===== config.mk =====
export PLATFORM = sky130hd
export DESIGN_NAME = mem_arbiter
export DESIGN_NICKNAME = d
export VERILOG_FILES = /design/src/rtl/mem_arb_pkg.sv /design/src/rtl/rr_arbiter2.sv /design/src/rtl/mem_arbiter.sv
export SDC_FILE = /design/constraint.sdc
export NUM_CORES = 1
export LEC_CHECK = 0
export CORE_MARGIN = 2
export CORE_UTILIZATION = 43
export DETAILED_ROUTE_END_ITERATION = 12
export MAX_ROUTING_LAYER = met4
export PLACE_DENSITY = 0.82
export SYNTH_ARGS = -nofsm -noshare
export SYNTH_HDL_FRONTEND = slang
export SYNTH_SLANG_ARGS = --single-unit

===== constraint.sdc =====
create_clock -name clk -period 3.2 [get_ports clk]
set_clock_uncertainty 0.15 [all_clocks]
set_input_delay 0.32 -clock clk [delete_from_list [all_inputs] [get_ports clk]]
set_output_delay 0.32 -clock clk [all_outputs]
set_load 0.01 [all_outputs]

===== src/rtl/mem_arb_pkg.sv =====
// Shared types and constants for the fetch/data memory arbiter.
package mem_arb_pkg;

  localparam int ADDR_W_DEF = 32;
  localparam int DATA_W_DEF = 32;

  localparam logic PORT_F = 1'b0;
  localparam logic PORT_D = 1'b1;

  typedef enum logic [1:0] {
    IDLE,
    ACCESS,
    RD_WAIT
  } state_t;

endpackage


===== src/rtl/rr_arbiter2.sv =====
// Two-way round-robin picker: on contention the port not
// granted last time wins.
module rr_arbiter2 (
  input  logic [1:0] req,
  input  logic       last,
  output logic [1:0] gnt,
  output logic       valid
);

  always_comb begin
    gnt = 2'b00;
    unique case (req)
      2'b01:   gnt = 2'b01;
      2'b10:   gnt = 2'b10;
      2'b11:   gnt = last ? 2'b01 : 2'b10;
      default: gnt = 2'b00;
    endcase
  end

  assign valid = |req;

endmodule


===== src/rtl/mem_arbiter.sv =====
// Single-outstanding memory arbiter between an instruction fetch
// port and a load/store port, with fixed-latency reads.
import mem_arb_pkg::*;

module mem_arbiter #(
  parameter int ADDR_W     = ADDR_W_DEF,
  parameter int DATA_W     = DATA_W_DEF,
  parameter int RD_LATENCY = 1
) (
  input  logic              clk,
  input  logic              reset,
  input  logic              f_req,
  input  logic [ADDR_W-1:0] f_addr,
  output logic              f_ack,
  output logic [DATA_W-1:0] f_rdata,
  input  logic              d_req,
  input  logic              d_we,
  input  logic [ADDR_W-1:0] d_addr,
  input  logic [DATA_W-1:0] d_wdata,
  output logic              d_ack,
  output logic [DATA_W-1:0] d_rdata,
  output logic              mem_en,
  output logic              mem_we,
  output logic [ADDR_W-1:0] mem_addr,
  output logic [DATA_W-1:0] mem_wdata,
  input  logic [DATA_W-1:0] mem_rdata,
  output logic              busy
);

  state_t     state;
  logic       cur;
  logic       last_grant;
  logic       lat_we;
  logic [1:0] cnt;
  logic [1:0] elig;
  logic [1:0] gnt;
  logic       gnt_valid;
  logic       sel;

  // A port whose ack is showing this cycle sits out one round.
  assign elig = {d_req & ~d_ack, f_req & ~f_ack};

  rr_arbiter2 u_rr (
    .req   (elig),
    .last  (last_grant),
    .gnt   (gnt),
    .valid (gnt_valid)
  );

  assign sel  = gnt[PORT_D] & ~gnt[PORT_F];
  assign busy = (state != IDLE);

  always_ff @(posedge clk) begin
    if (!reset) begin
      state      <= IDLE;
      cur        <= PORT_F;
      last_grant <= PORT_D;
      lat_we     <= 1'b0;
      cnt        <= '0;
      f_ack      <= 1'b0;
      d_ack      <= 1'b0;
      mem_en     <= 1'b0;
      mem_we     <= 1'b0;
      mem_addr   <= '0;
      mem_wdata  <= '0;
      f_rdata    <= '0;
      d_rdata    <= '0;
    end else begin
      f_ack  <= 1'b0;
      d_ack  <= 1'b0;
      mem_en <= 1'b0;
      mem_we <= 1'b0;
      unique case (state)
        IDLE: begin
          if (gnt_valid) begin
            cur        <= sel;
            last_grant <= sel;
            lat_we     <= sel & d_we;
            mem_addr   <= sel ? d_addr : f_addr;
            mem_wdata  <= sel ? d_wdata : '0;
            mem_en     <= 1'b1;
            mem_we     <= sel & d_we;
            state      <= ACCESS;
          end
        end
        ACCESS: begin
          if (lat_we) begin
            d_ack <= cur;
            f_ack <= ~cur;
            state <= IDLE;
          end else begin
            cnt   <= 2'(RD_LATENCY - 1);
            state <= RD_WAIT;
          end
        end
        RD_WAIT: begin
          if (cnt == 2'd0) begin
            if (cur) begin
              d_rdata <= mem_rdata;
              d_ack   <= 1'b1;
            end else begin
              f_rdata <= mem_rdata;
              f_ack   <= 1'b1;
            end
            state <= IDLE;
          end else begin
            cnt <= cnt - 2'd1;
          end
        end
        default: state <= IDLE;
      endcase
    end
  end

endmodule


# Yosys cells after proc, flatten, opt, wreduce, memory -nomap -nowiden
# Index checks and enable logic that the tools add are counted.
[word_totals]
output_inout_bits = 133
wordCells = 63
input_bits = 133
regBits = 139
[op_classes]
reduce_logical = 12
n_bitwise = 8
n_eq_ne = 9
muxes = 20
add_sub_neg = 1
[ops]
columns = ["operator", "count"]
rows = [
  ["32-bit 2-to-1 mux", 2],
  ["2-bit 2-to-1 mux", 6],
  ["2-bit one-hot mux with 3 select lines", 2],
  ["3-bit AND reduction", 4],
  ["2-bit != test (second input constant)", 4],
  ["1-bit 2-to-1 mux", 7],
  ["2-bit equality test (second input constant)", 3],
  ["2-bit AND reduction", 3],
  ["1-bit bitwise AND", 4],
  ["2-bit by 1-bit equality test with 1-bit output (second input constant)", 2],
  ["2-bit logical NOT", 2],
  ["1-bit inverter", 4],
  ["1-bit one-hot mux with 2 select lines", 2],
  ["2-bit one-hot mux with 2 select lines", 1],
  ["2-bit nonzero test", 2],
  ["2-bit OR reduction", 1],
  ["2-bit by 1-bit subtractor with 2-bit output (second input constant)", 1],
]

# Depth between registers and ports, before layout
# Gate-level depths: netlist of the first run.
[logic_depth]
word_depth = 7
mapped_depth = 8
ltp_nobuf = 6

# Hierarchy
# A second synthesis of the first run with hierarchy kept.
[unflattened]
cells_unflattened = 598
hier_area_um2 = 5261.3
[modules_own_cells]
columns = ["module", "instances", "cells_per_inst", "seq_area_each_um2", "area_per_inst_um2"]
rows = [
  ["mem_arbiter", 1, 594, 2782.7, 5236.3],
  ["rr_arbiter2", 1, 4, 0.0, 25.0],
]

# Least setup slack after synthesis of the first run
# No wires, ideal clock.
[synth_path]
path_kind = "reg-to-reg"
start = "register cnt[0]"
end = "register d_rdata[0]"
required_ns = 2.974
path_stages_with_launch = 8
setup_ns = 0.076
synth_period_minus_slack_ns = 1.568
path_slack_ns = 1.632
arrival_time_ns = 1.342
n_path_buf = 2
cell_sequence = "dfxtp_1 -> inv_1 -> ha_1 -> buf_2 -> nand3_1 -> clkbuf_1 -> nand2_1 -> a21boi_0"
[synth_via]
elab_chain_cells = 2
[synth_lines]
columns = ["item", "line", "text"]
rows = [
  ["from (decl)", "mem_arbiter.sv:34", "logic [1:0] cnt;"],
  ["from (signal assigned)", "mem_arbiter.sv:92", "cnt <= 2'(RD_LATENCY - 1);"],
  ["from (signal assigned)", "mem_arbiter.sv:107", "cnt <= cnt - 2'd1;"],
  ["2-bit logical NOT", "mem_arbiter.sv:97", "if (cnt == 2'd0) begin"],
  ["3-bit AND reduction (no source line)", "-", ""],
  ["to (signal assigned)", "mem_arbiter.sv:99", "d_rdata <= mem_rdata;"],
  ["to (decl)", "mem_arbiter.sv:21", "output logic [DATA_W-1:0] d_rdata,"],
]
# No other way between the ends.
# A chain may end at the register's enable or synchronous reset.

# Worst setup path in the final report of the first run
[layout_path]
start = "register state[0]"
end = "output port busy"
[layout_via]
elab_chain_cells = 1
[layout_lines]
columns = ["item", "line", "text"]
rows = [
  ["from (decl)", "mem_arbiter.sv:30", "state_t state;"],
  ["from (signal assigned)", "mem_arbiter.sv:55", "state <= IDLE;"],
  ["from (signal assigned)", "mem_arbiter.sv:83", "state <= ACCESS;"],
  ["from (signal assigned)", "mem_arbiter.sv:90", "state <= IDLE;"],
  ["2-bit nonzero test", "mem_arbiter.sv:51", "assign busy = (state != IDLE);"],
  ["to (decl)", "mem_arbiter.sv:27", "output logic busy"],
]
# No other way between the ends.

==> results of run 1 <==
==> per-layer routing <==
metal  track usage (%)  wire length (um)  part of all wire (%)
met2              44.2              8850                    51
met5                 -                 0                     0
met3              6.59              1110                   6.4
met4              11.7               552                   3.2
met1              28.2              6720                    39
==> kinds of logic (layout without fill, tap and decap cells) <==
logic type,after synthesis,in the layout
adders and majority gates,4,4
DFF,139,139
AOI/OAI and AO/OA,207,207
and+or+nand+nor,219,219
buffers and inverters,55,318
==> worst min path at each step <==
stage | end | slack (ns) | cells after the start
after CTS | last_grant | 0.27 | 2
after floorplan | last_grant | 0.28 | 2
after global routing | last_grant | 0.28 | 2
after detailed placement | f_rdata[29] | 0.29 | 2
final | last_grant | 0.28 | 2
after global placement | f_rdata[28] | 0.29 | 2
==> power breakdown <==
part / internal [mW] / leakage, nW / switching (mW) / total (mW)
sequential: 1.85 / 1.13 / 0.0636 / 1.91
combinational: 0.461 / 1.70 / 0.408 / 0.869
clock: 1.21 / 0.292 / 0.705 / 1.91
total: 3.52 / 3.12 / 1.18 / 4.70
==> registers in the layout, summed over array words and instances, names as in the netlist, 2 cells and up <==
register,flops
d_rdata,32
f_rdata,32
mem_addr,32
mem_wdata,32
cnt,2
state,2
==> placed cells by master, fill, tap and decap left out, types with 7 or more instances in the layout <==
master | synthesis | routed
nand2_1 | 165 | 165
clkbuf_16 | 0 | 17
inv_1 | 7 | 7
a21boi_0 | 49 | 49
clkbuf_8 | 0 | 7
a22oi_1 | 33 | 33
a21boi_1 | 15 | 15
o21ai_0 | 33 | 33
buf_4 | 4 | 13
nor2b_1 | 36 | 36
dfxtp_1 | 139 | 139
clkdlybuf4s50_1 | 0 | 264
a21oi_1 | 66 | 66
==> stage by stage <==
step,util [%],worst slack [ns],instances,cell area (um^2)
after CTS,71.8,0.853,1055,8690
after global routing,71.8,0.790,1055,8690
after floorplan,-,1.63,624,5380
final,71.8,0.850,1055,8690
after detailed placement,66.9,0.627,1023,8110
after global placement,66.9,0.759,1023,8110
==> area by class of cell <==
type | instances | share of cell area (%)
repair buffers | 278 | 31.6
multi-input cells | 430 | 26.9
clock buffers | 26 | 6.09
clock inverters | 6 | 0.662
flip-flops and latches | 139 | 32.0
well taps | 168 | 2.42
inverters | 8 | 0.345
==> run_results.csv, run 1 <==
group,metric,value,unit
clocking,cts.sinks,139,
synthesis,yosys-mux-area-fraction,0,%
synthesis,synth.top_cell.area_share,51.7,%
sta,max_slew.worst_pin.slew,1.26,ns
synthesis,ys_ff_latch,139,
route,drt_iter0_markers,373,
synthesis,synth_ff_type,"dfxtp_1",
synthesis,synth_common_cells,"nand2_1 (165), dfxtp_1 (139), a21oi_1 (66), a21boi_0 (49), nor2b_1 (36)",
sta,max-slew-margin-rel,16.0,%
synthesis,synth-adder-area-share,0.931,%
synthesis,synth_area,5380,um^2
synthesis,synth_nets,761,
clocking,cts_buffers,17,
cells_and_area,diodes,0,
synthesis,synth-edff-count,0,
sta,final-setup-viol-count,0,
route,ant_nets,0,
clocking,clock_latency,0.41,ns
worst_setup_path,crit_arrival,1.88,ns
global_routing,grt_max_degree,41,
synthesis,yosysMostFrequentCell,"nand2_1",
die,ios,266,
route,drc_errors,0,
synthesis,ys_types,35,
worst_setup_path,path_depth,4,
synthesis,synth_top_family_by_area,"compound AO/OA/AOI/OAI gates",
route,wl_per_cell,16.3,um
hold_path,min_from,"reset",
pwr,leakage,3.12,nW
synthesis,async_reset_ff_share,0,%
pwr,ir_drop,318,uV
sta,fin_hold_ws,0.279,ns
worst_setup_path,crit_path_end_kind,"primary output",
clocking,root_buffer,"clkbuf_16",
worst_setup_path,setup.worst_path.class,"reg2out",
worst_setup_path,timing.rr.start,"f_ack",
pwr,power_density,540,nW/um^2
worst_setup_path,ff2ff_setup_slack,1.01,ns
global_routing,grt_usage,25.8,%
worst_setup_path,critical_path.top_delay_family,"buffers and inverters",
synthesis,synth_compound_area_share,24.3,%
synthesis,yosysSeqAreaShare,51.7,%
worst_setup_path,worstRegToRegCells,4,
die,die_w,116,um
worst_setup_path,path_buf_inv,3,
cells_and_area,multi_input_area,2340,um^2
hold_path,hp-class,"in2reg",
sta,rsz0062_at_grt,"no",
cells_and_area,nets,1011,
clocking,post_cts_buffers,0,
placement,place.gp.congestion,0.886,
synthesis,synth_area_leaders,"dfxtp_1 (52%), nand2_1 (12%), a21boi_0 (6.8%), a21oi_1 (6.1%), a22oi_1 (4.6%)",
placement,dpl.hpwl,12100,um
worst_setup_path,worst-endpoint-required,2.73,ns
cells_and_area,seqCellArea,2780,um^2
sta,slew_viol_final,0,
global_routing,grt_pass1_wl,26200,um
worst_setup_path,crit_end,"busy",
cells_and_area,nFillCells,953,
job,maxCapViolCount,0,
die,core,12100,um^2
synthesis,syn_inst,624,
synthesis,synth.avg_cell_area,8.62,um^2
global_routing,grt_overflow_total,0,
global_routing,antenna_found_initial,0,
route,wl,17200,um
worst_setup_path,slowest_delay,0.61,ns
die,die_h,116,um
route,drt_pass1_iterations,7,
worst_setup_path,crit_path_top_delay_cell,"clkdlybuf4s50_1",
placement,port_buffers,265,
sta,finalCritPeriodShare,73.5,%
synthesis,synth_xor_area_share,0,%
clocking,cts_hold_buf,0,
clocking,cts.clk_slew.worst_paths,0.05,ns
route,route.vias.total,5368,
sta,hold_viol,0,
sta,min_period,2.35,ns
cells_and_area,drive_gt1_share,5.98,%
synthesis,synth_largest_area_cell,"dfxtp_1",
worst_setup_path,startpoint_type,"register",
sta,tns,0,ns
clocking,cts_buffer_depth,2,
worst_setup_path,path_cells,"inv_1 -> ha_1 -> inv_2 -> clkdlybuf4s50_1",
route,vias_per_cell,5.09,
worst_setup_path,r2r_end,"mem_addr[14]",
worst_setup_path,crit_start,"state[0]",
clocking,cts_tree,"built",
global_routing,grt_pass1_vias,5288,
worst_setup_path,cp_max_fo,3,
synthesis,synth-simple-area-share,18.1,%
pwr,total_power,4.70,mW
die,die-area,13400,um^2
cells_and_area,syn2layout_area_growth,61.6,%
die,start_util,44.4,%
clocking,cts_resized,0,
outcome,status,"completed",
synthesis,yosysWarnings,0,
sta,fmax,425,MHz
die,row_count,40,
clocking,htreeDepth,4,
(Power assumes the default switching activity.)
==> inputs of run 2 (changes only) <==
--- a/config.mk
+++ b/config.mk
@@ -6,10 +6,10 @@
 export NUM_CORES = 1
 export LEC_CHECK = 0
 export CORE_MARGIN = 2
-export CORE_UTILIZATION = 43
+export CORE_UTILIZATION = 36
 export DETAILED_ROUTE_END_ITERATION = 12
 export MAX_ROUTING_LAYER = met4
-export PLACE_DENSITY = 0.82
+export PLACE_DENSITY = 0.73
 export SYNTH_ARGS = -nofsm -noshare
 export SYNTH_HDL_FRONTEND = slang
 export SYNTH_SLANG_ARGS = --single-unit
==> constraint.sdc (replaced) <==
create_clock -name clk -period 2.1 [get_ports clk]
set_clock_uncertainty 0.15 [all_clocks]
set_input_delay 0.21 -clock clk [delete_from_list [all_inputs] [get_ports clk]]
set_output_delay 0.21 -clock clk [all_outputs]
set_load 0.01 [all_outputs]
==> run 2 against run 1 <==
Power is 53% higher. Non-clock buffer count up 2. Global-route usage decreased by 3.9 points.
==> run_results.csv, run 2 (synthesized netlist as in run 1, its figures left out) <==
group,metric,value,unit
pwr,leakage,3.16,nW
die,core,14600,um^2
global_routing,antenna_found_initial,0,
sta,max-slew-margin-rel,72.3,%
clocking,cts.clk_slew.worst_paths,0.05,ns
global_routing,grt_overflow_total,0,
sta,fmax,529,MHz
sta,slew_viol_final,0,
hold_path,hp-class,"in2reg",
clocking,cts_tree,"built",
route,ant_nets,0,
hold_path,min_from,"reset",
pwr,power_density,812,nW/um^2
sta,final-setup-viol-count,0,
die,die-area,15900,um^2
worst_setup_path,crit_path_end_kind,"primary output",
route,drt_pass1_iterations,4,
sta,tns,0,ns
pwr,seqPwrFrac,40.5,%
pwr,switching_share,25.1,%
sta,worst_slack,0.210,ns
worst_setup_path,startpoint_type,"register",
global_routing,grt_max_degree,64,
cells_and_area,fin_util,60.5,%
die,row_count,44,
worst_setup_path,cp_max_fo,3,
global_routing,grt_pass1_vias,4966,
cells_and_area,drive_gt1_share,5.74,%
cells_and_area,syn2layout_area_growth,64.2,%
pwr,combPwrFrac,19.2,%
route,route.vias.total,5234,
worst_setup_path,worst-endpoint-required,1.74,ns
placement,place.gp.congestion,0.840,
pwr,p_clk_share,40.3,%
sta,hold_viol,0,
worst_setup_path,ff2ff_setup_slack,0.35,ns
sta,finalCritPeriodShare,90.0,%
route,drc_errors,0,
die,die_w,126,um
worst_setup_path,setup.worst_path.class,"reg2out",
worst_setup_path,crit_start,"state[0]",
placement,port_buffers,265,
die,start_util,36.9,%
cells_and_area,nFillCells,1274,
placement,dpl.hpwl,12000,um
route,wl,17100,um
worst_setup_path,worstRegToRegCells,7,
clocking,cts_hold_buf,0,
outcome,status,"completed",
cells_and_area,layout_common_cells,"clkdlybuf4s50_1 (263), nand2_1 (165), dfxtp_1 (139)",
job,maxCapViolCount,0,
clocking,clock_latency,0.41,ns
sta,min_period,1.89,ns
pwr,ir_drop,591,uV
route,drt_iter0_markers,317,
sta,fin_hold_ws,0.0692,ns
clocking,cts_buffers,17,
clocking,cts_buffer_depth,2,
clocking,htreeDepth,4,
global_routing,grt_pass1_wl,27000,um
die,ios,266,
global_routing,grt_usage,21.9,%
die,die_h,126,um
clocking,root_buffer,"clkbuf_16",
pwr,p_int,5.37,mW
placement,numPlacedInstances,1041,
worst_setup_path,crit_arrival,1.53,ns
cells_and_area,diodes,0,
cells_and_area,nets,1013,
sta,max_slew.worst_pin.slew,0.415,ns
sta,rsz0062_at_grt,"no",
clocking,cts.sinks,139,
cells_and_area,mostFrequentLayoutCell,"clkdlybuf4s50_1",
worst_setup_path,timing.rr.start,"cnt[0]",
route,vias_per_cell,4.88,
worst_setup_path,r2r_end,"d_rdata[14]",
pwr,switchingPower,1.80,mW
route,wl_per_cell,16.0,um
worst_setup_path,crit_end,"busy",
placement,dp_slack,0.241,ns
cells_and_area,instances_no_fill,1073,
## run 2: changes by cell type in the layout (fill, tap and decap cells not counted), moves of 4 or more
cell	previous run	this run
buf_12	0	10
clkbuf_1	2	6
buf_4	13	6
clkbuf_8	7	2
## run 2: layout make-up
class	count	area (um^2)	share of cell area (%)
well taps	184	230	2.61
flip-flops and latches	139	2780	31.5
repair buffers	280	2890	32.7
clock buffers	25	475	5.38
multi-input cells	430	2340	26.5
clock inverters	7	90.1	1.02
inverters	8	30.0	0.340
## run 2: per-layer routing
| metal | global-route usage (%) | vias to the layer above | wire (um) |
|---|---|---|---|
| met5 | - | - | 0 |
| met4 | 8.79 | 0 | 408 |
| met3 | 4.59 | 30 | 882 |
| met2 | 35.4 | 176 | 8540 |
| met1 | 26.8 | 2427 | 7310 |
| li1 | - | 2601 | - |
## run 2: critical path, stage by stage, from the launching register on
cell           delay, ns
dfxtp_1             0.35
inv_1               0.07
ha_1                0.26
inv_2               0.13
dlygate4sd2_1       0.31
## run 2: power by group through the flow
| stage | clock, mW | sequential, mW | combinational, mW |
|---|---|---|---|
| floorplan | 0 | 3.03 | 0.522 |
| global placement | 0 | 2.96 | 1.37 |
| detailed placement | 0 | 2.96 | 1.38 |
| CTS | 2.95 | 2.91 | 1.39 |
| global route | 3.09 | 2.93 | 1.48 |
| finish | 2.89 | 2.91 | 1.37 |
## run 2: how the worst min path moves through the flow
stage / depth (start not counted) / slack (ns) / end
after floorplan: 2 / 0.19 / mem_addr[0]
after global placement: 2 / 0.29 / d_rdata[6]
after detailed placement: 2 / 0.30 / d_rdata[17]
after CTS: 2 / 0.06 / last_grant
after global routing: 2 / 0.11 / last_grant
final: 2 / 0.07 / last_grant
## run 2: what timing repair did
action / CTS / global route
setup endpoints to repair: 1 / 0
buffers inserted: 0 / 0
hold endpoints to repair: 0 / 0
resized for setup: 1 / 0
## run 2: stage by stage
step                instance area [um^2]  total power [mW]
global route                        8830              7.50
finish                              8830              7.17
floorplan                           5380              3.56
global placement                    8270              4.33
detailed placement                  8270              4.34
CTS                                 8830              7.25
